**src/rtl/relocador_desvio.sv**
```systemverilog
// Per-process branch-target relocation with base/limit table and sticky fault stats.
// Latency 1 cycle; response held until resp_ready, req_ready = !resp_valid | resp_ready.
module relocador_desvio #(
  parameter int ADDR_W    = 11,
  parameter int PROC_W    = 3,
  parameter int TAM_BLOCO = 300,
  parameter int CNT_W     = 8
) (
  input  logic              clock,
  input  logic              reset_n,
  input  logic              tab_we,
  input  logic [PROC_W-1:0] tab_proc,
  input  logic [ADDR_W-1:0] tab_base,
  input  logic [ADDR_W-1:0] tab_limite,
  input  logic              modo_sistema,
  input  logic              req_valid,
  output logic              req_ready,
  input  logic [ADDR_W-1:0] desvio_in,
  input  logic [PROC_W-1:0] processo,
  output logic              resp_valid,
  input  logic              resp_ready,
  output logic [ADDR_W-1:0] desvio_out,
  output logic              falha,
  output logic              falha_sticky,
  input  logic              falha_clr,
  output logic [CNT_W-1:0]  cnt_falhas
);
  localparam int N_PROC = 2 ** PROC_W;

  logic [ADDR_W-1:0] base_tab [N_PROC];
  logic [ADDR_W-1:0] lim_tab  [N_PROC];

  logic              accept;
  logic              lim_fail;
  logic [ADDR_W:0]   soma;
  logic              falha_nxt;
  logic [ADDR_W-1:0] desvio_nxt;

  assign req_ready = !resp_valid || resp_ready;
  assign accept    = req_valid && req_ready;

  // Table reads here see the pre-write entry, so a same-cycle write never affects the accepted request.
  always_comb begin
    lim_fail   = desvio_in >= lim_tab[processo];
    soma       = {1'b0, base_tab[processo]} + {1'b0, desvio_in};
    falha_nxt  = 1'b0;
    desvio_nxt = desvio_in;
    if (!modo_sistema) begin
      falha_nxt  = lim_fail || soma[ADDR_W];
      desvio_nxt = falha_nxt ? '0 : soma[ADDR_W-1:0];
    end
  end

  always_ff @(posedge clock or negedge reset_n) begin
    if (!reset_n) begin
      for (int i = 0; i < N_PROC; i++) begin
        base_tab[i] <= ADDR_W'(i * TAM_BLOCO);
        lim_tab[i]  <= ADDR_W'(TAM_BLOCO);
      end
    end else if (tab_we) begin
      base_tab[tab_proc] <= tab_base;
      lim_tab[tab_proc]  <= tab_limite;
    end
  end

  always_ff @(posedge clock or negedge reset_n) begin
    if (!reset_n) begin
      resp_valid <= 1'b0;
      desvio_out <= '0;
      falha      <= 1'b0;
    end else if (accept) begin
      resp_valid <= 1'b1;
      desvio_out <= desvio_nxt;
      falha      <= falha_nxt;
    end else if (resp_ready) begin
      resp_valid <= 1'b0;
    end
  end

  // Clear has priority over a coinciding fault load.
  always_ff @(posedge clock or negedge reset_n) begin
    if (!reset_n) begin
      falha_sticky <= 1'b0;
      cnt_falhas   <= '0;
    end else if (falha_clr) begin
      falha_sticky <= 1'b0;
      cnt_falhas   <= '0;
    end else if (accept && falha_nxt) begin
      falha_sticky <= 1'b1;
      if (cnt_falhas != '1) begin
        cnt_falhas <= cnt_falhas + 1'b1;
      end
    end
  end

endmodule
```
**config.mk**
```make
export PLATFORM = sky130hd
export DESIGN_NAME = relocador_desvio
export DESIGN_NICKNAME = d
export VERILOG_FILES = /design/src/rtl/relocador_desvio.sv
export SDC_FILE = /design/constraint.sdc
export NUM_CORES = 1
export LEC_CHECK = 0
export BUFFER_PORTS_ARGS = -buffer_cell sky130_fd_sc_hd__buf_2
export CORE_MARGIN = 5
export CORE_UTILIZATION = 45
export DETAILED_ROUTE_END_ITERATION = 8
export MAX_ROUTING_LAYER = met4
export PLACE_DENSITY = 0.62
export SYNTH_ARGS = -nofsm -noshare
export SYNTH_HDL_FRONTEND = slang
export SYNTH_SLANG_ARGS = --single-unit
```
**constraint.sdc**
```tcl
create_clock -name clock -period 6.3 [get_ports clock]
set_input_delay 0.315 -clock clock [delete_from_list [all_inputs] [get_ports clock]]
set_output_delay 0.315 -clock clock [all_outputs]
set_load 0.05 [all_outputs]
```
==> impl_metrics.tcl <==
set metrics [dict create \
    status "finished, final reports clean" \
    rsz0062_at_grt "no" \
    start_util_pct 45.9 \
    drc 0 \
    grt_pass1_wl_um 35100 \
    pwr-share-comb_pct 23.9 \
    ys.flop_type "dfrtp_1" \
    cts_buffer_depth 2 \
    postSynthAreaPerCell_um2 14.7 \
    relSlewSlack_pct 36.8 \
    multi_input_area_um2 4520 \
    crit_path_frequent_cell "a21o_1" \
    start_kind "primary input" \
    grt.busiest_layer "met2" \
    cts-resized-gates 0 \
    min_path_type "primary input to async pin" \
    dp_hpwl_um 14000 \
    ys_types 50 \
    grt_start_max_net_pins 120 \
    postRouteAntennaNets 0 \
    synth.top_cell.area_share_pct 35.1 \
    port_buffers 68 \
    p_seq_share_pct 46.4 \
    fp.dieW_um 157 \
    antenna_found_initial 1 \
    worstSetupPathType "primary input to register" \
    critPathCaptureType "register" \
    final-setup-viol-count 0 \
    root_buffer "clkbuf_16" \
    rows 53 \
    power_density_nw_per_um2 340 \
    clk_latency_ns 0.43 \
    worst_pin_slew_ns 0.948 \
    final_area_um2 11000 \
    hold-worst-slack_ns 0.0248 \
    p_clk_share_pct 29.6 \
    ir_drop_v 0.000169 \
    grtUsageMet3_pct 3.10 \
    synthTopCellsByCount "mux2_2, dfrtp_1, dfstp_2, mux4_2, a21oi_1" \
    critPathMaxStageDelay_ns 0.56 \
    drt_first_iter_violations 285 \
    place_area_um2 10400 \
    grt.met1_usage_pct 25.5 \
    postCtsHoldBufs 0 \
    yosysMostFrequentCell "mux2_2" \
    drt-total-wl_um 21400 \
    core-area_um2 21200 \
    cap_violations 0 \
    gp_congestion 0.880 \
    synthArstFlopShare_pct 100 \
    grt_usage_pct 19.0 \
    final_max_slew_viol_count 0 \
    cp.arrival_ns 4.02 \
    area_growth_pct 13.0 \
    p_sw_w 0.00105 \
    cts_buffers 17 \
    fin_worst_skew_ns 0.00873 \
    grt-ovfl-total 0 \
    drive_above_1_share_pct 55.4 \
    cts_setup_buffers 0 \
    clk_pin_slew_ns 0.07 \
    finalSetupTns_ns 0 \
    synth_area_leader_cell "dfrtp_1" \
    ys_ff_latch 198 \
    crit_chain "buf_2, buf_4, mux4_2, mux2_2, ha_1, a21o_1, a21o_1, a2111oi_4, o211a_1, nor3_1, mux2_1" \
    die_area_um2 24600 \
    post-route-period-util_pct 58.9 \
    synthesis.instances 662 \
    fin_crit_ns 3.71 \
    ys_warn_count 0 \
    dr.pass1.iters 4 \
    ios 69 \
    vias 5783 \
    final-hold-violation-count 0 \
    htreeDepth 4 \
    grt_pass1_vias 6291 \
    critPathRequiredTime_ns 6.61 \
    cp_max_fo 28 \
    p_int_w 0.00268 \
    p_leak_nw 4.60 \
    synth_area_um2 9700 \
    yosys-top-cells-area "dfrtp_1, mux2_2, dfstp_2" \
    cts_tree "yes" \
    slowest_stage "buf_2" \
    final_util_pct 51.8 \
    synth_fp_nets 732 \
    clock_sinks 198 \
    wl_per_cell_um 21.1 \
    fill_cells 1780 \
    regArea_um2 5030 \
    die_h_um 157 \
    via_per_inst 5.71 \
    power.total_w 0.00373 \
    yosysSeqAreaShare_pct 51.9 \
    fmax_mhz 269 \
    final_nets 794 \
    regToRegSetupSlack_ns 2.98 \
    sw_frac_of_total_pct 28.2 \
    met2_usage_pct 30.0 \
    synth_edf_count 0 \
]
==> final cells by class <==
cell class,count,area share (%)
inverter,4,0.137
multi-input combinational,424,41.3
clock buffer,20,4.17
sequential,198,45.9
tap,275,3.14
timing repair buffer,79,4.05
clock inverter,12,1.30
antenna,1,0.0228
==> power by group through the flow <==
stage	clock network (W)	registers [W]	logic, W
2_1_floorplan	0	0.00177	0.000634
3_3_place_gp	0	0.00174	0.000877
3_5_place_dp	0	0.00176	0.000903
4_1_cts	0.00113	0.00173	0.000907
5_1_grt	0.00118	0.00176	0.000983
6_report	0.00110	0.00173	0.000892
==> path summary, 6_finish.rpt <==
check | startpoint | endpoint | cells past startpoint
max | processo[1] | cnt_falhas[5]$_DFFE_PN0P_ | 11
max reg2reg | base_tab[8]$_DFFE_PN0P_ | cnt_falhas[5]$_DFFE_PN0P_ | 9
min in group clock | req_valid | resp_valid$_DFFE_PN0P_ | 2
max in group asynchronous | reset_n | base_tab[13]$_DFFE_PN0P_ | 2
min reg2reg | falha$_DFFE_PN0P_ | falha$_DFFE_PN0P_ | 2
min | reset_n | base_tab[36]$_DFFE_PN0P_ | 1
==> metrics by stage <==
step / setup WS [ns] / cells
finish: 2.59 / 1013
global route: 2.26 / 1013
CTS: 2.53 / 1012
detailed placement: 2.09 / 980
global placement: 2.16 / 980
floorplan: 2.58 / 662
==> registers in the layout, summed over array words and instances, names as in the netlist <==
register,cells
base_tab,88
lim_tab,88
desvio_out,11
cnt_falhas,8
falha,1
falha_sticky,1
resp_valid,1
==> metal layers <==
metal  share of wire, %  wire (um)  vias up
met5                  0          0        -
met4                1.6        340        0
met3                3.3        709       25
met2                 49      10500       99
met1                 46       9790     3048
li1                   -          -     2611
==> worst max-delay path, delay by kind of cell <==
family,cells,cell delay [ns]
AOI/OAI and AO/OA,4,1.29
adders and majority gates,1,0.33
muxes,3,0.96
and+or+nand+nor,1,0.13
buffers and inverters,2,0.98
==> kinds of logic after synthesis <==
logic type | count (synthesis) | share of synthesized area, %
and+or+nand+nor | 83 | 4.64
buffers and inverters | 40 | 1.72
DFF | 198 | 51.9
muxes | 244 | 33.3
AOI/OAI and AO/OA | 66 | 4.69
xor gates and xnor gates | 7 | 0.632
adders and majority gates | 24 | 3.17
==> placed cells by master (no fill, tap or decap), types with 11 or more instances in the layout <==
cell and count:
mux2_2 180, a21oi_1 27, ha_1 23, dfstp_2 62, dfrtp_1 136, clkbuf_16 17, mux4_2 44, buf_2 67
mux2i_1 11, nor2_1 18
Power figures use the tool's default switching activity.
